===== config.mk =====
export PLATFORM = sky130hd
export DESIGN_NAME = vram_port_arbiter
export DESIGN_NICKNAME = d
export VERILOG_FILES = /design/src/rtl/vram_port_arbiter.sv
export SDC_FILE = /design/constraint.sdc
export NUM_CORES = 1
export LEC_CHECK = 0
export CORE_UTILIZATION = 52
export DETAILED_ROUTE_END_ITERATION = 6
export GPL_TIMING_DRIVEN = 1
export PLACE_DENSITY = 0.75
export SYNTH_ARGS = -nofsm -noshare
export SYNTH_HDL_FRONTEND = slang
export SYNTH_SLANG_ARGS = --single-unit

===== constraint.sdc =====
create_clock -name clk -period 3.2 [get_ports clk]
set_clock_uncertainty 0.05 [all_clocks]
set_input_delay 0.64 -clock clk [delete_from_list [all_inputs] [get_ports clk]]
set_output_delay 0.64 -clock clk [all_outputs]
set_load 0.01 [all_outputs]

===== src/rtl/vram_port_arbiter.sv =====
// rtl/vram_port_arbiter.sv - VRAM port-A arbiter between a queued CPU write path and a block-fill engine
module vram_port_arbiter #(
    parameter int AW    = 10,
    parameter int DW    = 8,
    parameter int DEPTH = 4
) (
    input  logic          clk,
    input  logic          rst_n,
    input  logic          cpu_we,
    input  logic [AW-1:0] cpu_addr,
    input  logic [DW-1:0] cpu_data,
    output logic          cpu_stall,
    input  logic          fill_start,
    input  logic [AW-1:0] fill_base,
    input  logic [AW:0]   fill_len,
    input  logic [DW-1:0] fill_value,
    output logic          fill_busy,
    output logic          fill_done,
    output logic          v_cea,
    output logic [AW-1:0] v_ada,
    output logic [DW-1:0] v_din
);

    localparam int PW = (DEPTH > 1) ? $clog2(DEPTH) : 1;
    localparam logic [PW:0] CNT_ONE    = (PW+1)'(1);
    localparam logic [PW:0] FULL_COUNT = (PW+1)'(DEPTH);

    localparam logic [0:0] ST_IDLE = 1'b0;
    localparam logic [0:0] ST_FILL = 1'b1;

    // CPU write FIFO: entries are {addr, data}
    logic [AW+DW-1:0] fifo_mem [DEPTH];
    logic [PW-1:0]    wr_ptr;
    logic [PW-1:0]    rd_ptr;
    logic [PW:0]      fifo_count;
    logic [PW:0]      fifo_count_next;
    logic             fifo_full;
    logic             push;
    logic             pop;
    logic [AW+DW-1:0] fifo_head;

    logic [0:0]    state;
    logic [AW-1:0] base_q;
    logic [AW:0]   len_q;
    logic [DW-1:0] value_q;
    logic [AW:0]   fill_cnt;
    logic [AW-1:0] fill_addr;
    logic          fill_last;
    logic          last_grant_fill;

    logic fifo_pending;
    logic fill_pending;
    logic grant_cpu;
    logic grant_fill;

    assign cpu_stall    = fifo_full;
    assign fill_busy    = (state == ST_FILL);
    assign push         = cpu_we && !fifo_full;
    assign pop          = grant_cpu;
    assign fifo_head    = fifo_mem[rd_ptr];
    assign fifo_pending = (fifo_count != '0);
    assign fill_pending = (state == ST_FILL);
    assign fill_addr    = base_q + fill_cnt[AW-1:0];
    assign fill_last    = ((fill_cnt + (AW+1)'(1)) == len_q);

    // Round-robin only matters under contention; otherwise the sole requester wins.
    always_comb begin
        grant_cpu  = 1'b0;
        grant_fill = 1'b0;
        if (fifo_pending && fill_pending) begin
            grant_cpu  = last_grant_fill;
            grant_fill = !last_grant_fill;
        end else begin
            grant_cpu  = fifo_pending;
            grant_fill = fill_pending;
        end
    end

    always_comb begin
        fifo_count_next = fifo_count;
        case ({push, pop})
            2'b10:   fifo_count_next = fifo_count + CNT_ONE;
            2'b01:   fifo_count_next = fifo_count - CNT_ONE;
            default: fifo_count_next = fifo_count;
        endcase
    end

    always_ff @(posedge clk) begin
        if (push) begin
            fifo_mem[wr_ptr] <= {cpu_addr, cpu_data};
        end
    end

    always_ff @(posedge clk or negedge rst_n) begin
        if (!rst_n) begin
            wr_ptr     <= '0;
            rd_ptr     <= '0;
            fifo_count <= '0;
            fifo_full  <= 1'b0;
        end else begin
            if (push) begin
                wr_ptr <= wr_ptr + PW'(1);
            end
            if (pop) begin
                rd_ptr <= rd_ptr + PW'(1);
            end
            fifo_count <= fifo_count_next;
            fifo_full  <= (fifo_count_next == FULL_COUNT);
        end
    end

    always_ff @(posedge clk or negedge rst_n) begin
        if (!rst_n) begin
            state           <= ST_IDLE;
            base_q          <= '0;
            len_q           <= '0;
            value_q         <= '0;
            fill_cnt        <= '0;
            fill_done       <= 1'b0;
            last_grant_fill <= 1'b1;
            v_cea           <= 1'b0;
            v_ada           <= '0;
            v_din           <= '0;
        end else begin
            fill_done <= 1'b0;
            v_cea     <= grant_cpu | grant_fill;
            if (grant_cpu) begin
                v_ada           <= fifo_head[AW+DW-1:DW];
                v_din           <= fifo_head[DW-1:0];
                last_grant_fill <= 1'b0;
            end else if (grant_fill) begin
                v_ada           <= fill_addr;
                v_din           <= value_q;
                last_grant_fill <= 1'b1;
            end

            case (state)
                ST_IDLE: begin
                    if (fill_start) begin
                        if (fill_len == '0) begin
                            fill_done <= 1'b1;
                        end else begin
                            base_q   <= fill_base;
                            len_q    <= fill_len;
                            value_q  <= fill_value;
                            fill_cnt <= '0;
                            state    <= ST_FILL;
                        end
                    end
                end
                ST_FILL: begin
                    // fill_done rises together with the final write on the port.
                    if (grant_fill) begin
                        fill_cnt <= fill_cnt + (AW+1)'(1);
                        if (fill_last) begin
                            state     <= ST_IDLE;
                            fill_done <= 1'b1;
                        end
                    end
                end
                default: state <= ST_IDLE;
            endcase
        end
    end

endmodule

# Word-level counts from Yosys, hierarchy flattened
# Memories as Yosys holds them, arrays and structs flattened.
# Index checks and enable logic that the tools add are counted.
# op_classes
eq_ne	7
n_mux	25
bitwise	3
reduce_logical	9
addsub	6
# op_table
operator	count
11-bit two-way mux	3
11-bit one-hot mux with 2 select lines	1
10-bit two-way mux	2
8-bit two-way mux	2
1-bit two-way mux	14
11-bit by 1-bit adder with 11-bit output (second input constant)	1
11-bit equality test	1
11-bit logical NOT	1
10-bit adder	1
3-bit one-hot mux with 2 select lines	1
3-bit AND reduction	2
2-bit by 1-bit adder with 2-bit output (second input constant)	2
2-bit != test (second input constant)	2
1-bit one-hot mux with 2 select lines	2
3-bit by 1-bit adder with 3-bit output (second input constant)	1
3-bit equality test (second input constant)	1
3-bit nonzero test	1
3-bit by 1-bit subtractor with 3-bit output (second input constant)	1
2-bit by 1-bit equality test with 1-bit output (second input constant)	1
2-bit equality test (second input constant)	1
1-bit logical AND	2
1-bit logical NOT	2
2-bit by 1-bit != test with 1-bit output (second input constant)	1
1-bit inverter	2
2 further kinds	2
# totals
output_inout_bits	22
elab_cells	65
register_bits	70
mem_bits_rw	72
inputBits	51
mem_count	1
# mem_list
name	depth	width	read_ports	rd_clocked_by_memory_dff	wr	line_no	text
fifo_mem	4	18	1	0	1	32	logic [AW+DW-1:0] fifo_mem [DEPTH];

# Longest topological paths before layout
# logic_depth
word_depth	6
ltp_mapped	12
ltp_nobuf	10

# Least setup slack after synthesis
# No wires, ideal clock.
# synth_timing
path_kind	reg2reg
from	register state, in the netlist fill_busy
to	register fifo_full, in the netlist cpu_stall
path_buffers	2
arrival_ns	2.649
setup_ns	0.088
synth_period_minus_slack_ns	2.788
path_stages_with_launch	13
path_slack_ns	0.412
t_required_ns	3.062
path_cell_list	dfrtp_1 > nor2b_1 > or2_2 > clkbuf_1 > inv_2 > buf_2 > ha_1 > inv_1 > fa_1 > xor2_1 > nor2_1 > xor2_1 > nor3b_1
# synth_between
elab_chain_cells	5
elab_cells_between_ends	6
classes_between	3 x eq/ne; 2 x mux; 1 x reduce/logical
# synth_rtl
item	line_no	text
start: declaration	42	logic [0:0] state;
start signal: assignment	114	state <= ST_IDLE;
start signal: assignment	147	state <= ST_FILL;
start signal: assignment	156	state <= ST_IDLE;
1-bit logical AND *	70	if (fifo_pending && fill_pending) begin
1-bit two-way mux *	70	
2-bit by 1-bit equality test with 1-bit output or 2-bit equality test (tied branches)	81	case ({push, pop})
3-bit one-hot mux with 2 select lines *	81	
named net fifo_count_next[2]	36	logic [PW:0] fifo_count_next;
3-bit equality test *	108	fifo_full <= (fifo_count_next == FULL_COUNT);
end signal: assignment	108	
end: declaration	37	logic fifo_full;
# Mark *: on every way through the listed nets, which the timed path passes. The rest lies on a longest branch.
# A chain may end at the register's enable or synchronous reset.

# Worst setup path after layout
# layout_timing
from	register fill_cnt[0]
to	register v_ada[8]
# layout_between
elab_chain_cells	3
# layout_rtl
item	line_no	text
start: declaration	46	logic [AW:0] fill_cnt;
start signal: assignment	154	fill_cnt <= fill_cnt + (AW+1)'(1);
10-bit adder	63	assign fill_addr = base_q + fill_cnt[AW-1:0];
10-bit two-way mux	131	end else if (grant_fill) begin
10-bit two-way mux	127	if (grant_cpu) begin
end signal: assignment	128	v_ada <= fifo_head[AW+DW-1:DW];
end signal: assignment	132	v_ada <= fill_addr;
end: declaration	20	output logic [AW-1:0] v_ada,
# Every way passes these cells. The select of a mux whose other input is x is not followed.

==> results.cfg <==
[final_layout]
area_delta_synth_final_pct = 25.5
layout-drive-gt1-share_pct = 19.2
insertedDiodeCount = 0
fin_cells = 686
fin_nets = 598

[outcome]
status = finished, violations left
violations = DRC

[clock_network]
cts-root-buf = clkbuf_16
post-cts-setup-buffers = 0
cts.clk_slew.worst_paths_ns = 0.06
clock_latency_ns = 0.42
ctsResizeCount = 0
cts_tree = yes
htree_levels = 4
clock_sinks = 142
cts_buffers = 17
cts_hold_buffers = 0
cts_buffer_depth = 2

[sta]
hold_viol = 0
tns_ns = 0
period_needed_ns = 2.61
setup_viol = 0
rsz0062_at_grt = false
period_share_pct = 81.6
max_freq_ghz = 0.383
finalMaxSlewViolations = 0
relSlewSlack_pct = 48.1
worst_pin_slew_ns = 0.779
hold_slack_ns = 0.234

[place]
dp_hpwl_um = 8700
dp.cells = 654
gp_congestion = 0.806
io_buffers = 72

[synth]
synth_edf_count = 72
synth_compound_area_share_pct = 7.17
synthAdderAreaFrac_pct = 3.64
synth_cell_types = 50
synth.yosys.warnings = 0
yosysSeqAreaShare_pct = 62.7
ys_seq_elements = 142
synthArstFlopShare_pct = 49.3
synthFlopType = edfxtp_1
synth_top_family_by_area = multiplexers
synth_mux_area_share_pct = 13.8
synthXorXnorAreaFrac_pct = 3.78
synthesis.area_mm2 = 0.00625
syn_avg_cell_area_um2 = 14.3
synthCells = 438
synth_nets = 506
yosys.area_share.simple_pct = 7.29

[power]
switching_power_mw = 2.53
irDropWorstVdd_mv = 0.512
seq_power_share_pct = 38.4
combPwrFrac_pct = 35.7
p_per_area_mw_per_mm2 = 985
p_leak_nw = 3.00
swShare_pct = 32.8
intPower_mw = 5.20
p_clk_share_pct = 26.0

[detailed_routing]
vias = 3882
drt_pre_antenna_iters = 6
drt_iter0_drc = 160
avgRoutedWirePerCell_um = 18.4
finalWirelength_um = 12600
drt.antenna.violating_nets = 0
avgViaCountPerCell = 5.66
drcViolationCount = 10

[job]
drv_cap = 0

[floorplan]
start_util_pct = 54.0
core_mm2 = 0.0116
rows = 39
io_pins = 73
die_x_um = 112
die-area_mm2 = 0.0125
die_h_um = 112

[critical_path]
cp-end-kind = register
cp_slowest_cell = dfrtp_1
cpPeakStageDelay_ns = 0.47
timing.critical_path.mode_cell = a21oi_1
cp.required_ns = 3.45
startpoint_type = register
cp_data_arrival_time_ns = 2.86
rrSetupSlack_ns = 0.59
crit_type = register to register
crit_chain = ha_1, fa_1, a21o_1, a21oi_1, a21oi_1, o41ai_1, mux2i_1, nor2_1
crit_fanout = 7

[hold_path]
hp-class = input port to async pin

[grt]
overflow = 0
grt_pass1_vias = 4127
grt_antenna_before_repair = 0
grt_util_all_layers_pct = 22.5
grt_max_degree = 31
grt_pass1_wl_um = 21100
per-layer routing:
metal	routed length (um)	up-vias	share of wire, %	global-route usage [%]
li1	-	1809	-	-
met1	5410	1954	43	28.6
met2	6370	97	50	37.3
met3	654	22	5.2	5.88
met4	199	0	1.6	8.02
met5	0	-	0	0
Yosys cell counts (3+ instances only):
master / instances / area share [%]
edfxtp_1: 72 / 35
dfrtp_1: 69 / 28
o21ai_0: 39 / 3.1
nand2_1: 33 / 2.0
mux2_2: 29 / 5.2
nor2_1: 19 / 1.1
mux4_2: 18 / 6.5
ha_1: 15 / 3.0
xnor2_1: 15 / 2.1
mux2i_1: 13 / 2.1
clkbuf_1: 12 / 0.72
xor2_1: 12 / 1.7
nor3_1: 8 / 0.64
a21oi_1: 7 / 0.56
inv_1: 7 / 0.42
a21o_1: 5 / 0.60
and2_1: 5 / 0.50
nand2b_1: 5 / 0.50
nand3_1: 5 / 0.40
a31oi_1: 4 / 0.40
buf_2: 4 / 0.32
a211oi_1: 3 / 0.36
and4_1: 3 / 0.42
nor4_1: 3 / 0.30
o31ai_1: 3 / 0.36
flip-flops by register name, summed over array words and instances, names as in the netlist, 2 cells and up:
| signal | count |
|---|---|
| fifo_mem | 72 |
| fill_cnt | 11 |
| len_q | 11 |
| base_q | 10 |
| v_ada | 10 |
| v_din | 8 |
| value_q | 8 |
| fifo_count | 3 |
| rd_ptr | 2 |
| wr_ptr | 2 |
worst paths after layout:
path                              endpoint         from  cells after the start
max in group asynchronous  last_grant_fill        rst_n                      2
hold / removal                 fill_cnt[9]        rst_n                      1
min in group clk                  v_ada[1]     v_ada[1]                      2
setup reg to reg                  v_ada[8]  fill_cnt[0]                      8
hold reg to reg                   v_ada[1]     v_ada[1]                      2
setup / recovery                  v_ada[8]  fill_cnt[0]                      8
layout make-up:
| class | instances | area [um2] |
|---|---|---|
| clock buffers | 20 | 447 |
| fillers | 786 | 3720 |
| flip-flops and latches | 142 | 3920 |
| well taps | 143 | 179 |
| multi-input cells | 270 | 2240 |
| repair buffers | 90 | 863 |
| clock inverters | 12 | 159 |
| inverters | 9 | 33.8 |
layout by cell type, fill, tap and decap left out, types with 3 or more instances in the layout:
cell type,netlist,routed
a21oi_1,7,7
and2_1,5,5
inv_1,7,7
o21ai_0,39,39
mux2_2,29,29
nand2b_1,5,5
nor3_1,8,8
edfxtp_1,72,72
xnor2_1,15,15
nand3_1,5,5
mux2i_1,13,13
nand2_1,33,33
clkbuf_16,0,17
inv_6,0,3
mux4_2,18,18
clkinvlp_4,0,4
a31oi_1,4,3
nor4_1,3,3
bufinv_16,0,3
dfrtp_1,69,69
and4_1,3,3
clkdlybuf4s50_1,0,71
xor2_1,12,12
ha_1,15,15
buf_4,0,17
a211oi_1,3,3
nor2_1,19,19
o31ai_1,3,3
a21o_1,5,5
critical path, delay by kind of cell, from the launching register on:
kind | cells | cell delay (ns)
compound gates | 4 | 0.94
flops | 1 | 0.47
simple gates | 1 | 0.07
mux | 1 | 0.29
fa+ha+maj | 2 | 0.68
kinds of logic after synthesis:
| logic type | after synthesis |
|---|---|
| mux | 60 |
| fa+ha+maj | 17 |
| simple gates | 92 |
| compound gates | 74 |
| buf+inv | 26 |
| xor+xnor | 27 |
| flops | 142 |
power by group through the flow:
stage / logic, mW / registers (mW) / clock network [mW]
floorplan: 1.88 / 2.88 / 0
global placement: 2.66 / 2.97 / 0
detailed placement: 2.76 / 2.99 / 0
CTS: 2.79 / 2.97 / 2.03
global route: 3.03 / 3.04 / 2.11
finish: 2.76 / 2.96 / 2.01
through the flow:
stage                     worst slack [ns]  cell area [um2]  utilization (%)  power, mW
after floorplan                      0.412             6250                -       4.75
after global placement               0.589             7240             62.6       5.63
after detailed placement             0.553             7240             62.6       5.75
after CTS                            0.567             7840             67.8       7.79
after global routing                 0.468             7840             67.8       8.19
final                                0.589             7840             67.8       7.73
Power figures use the tool's default switching activity.
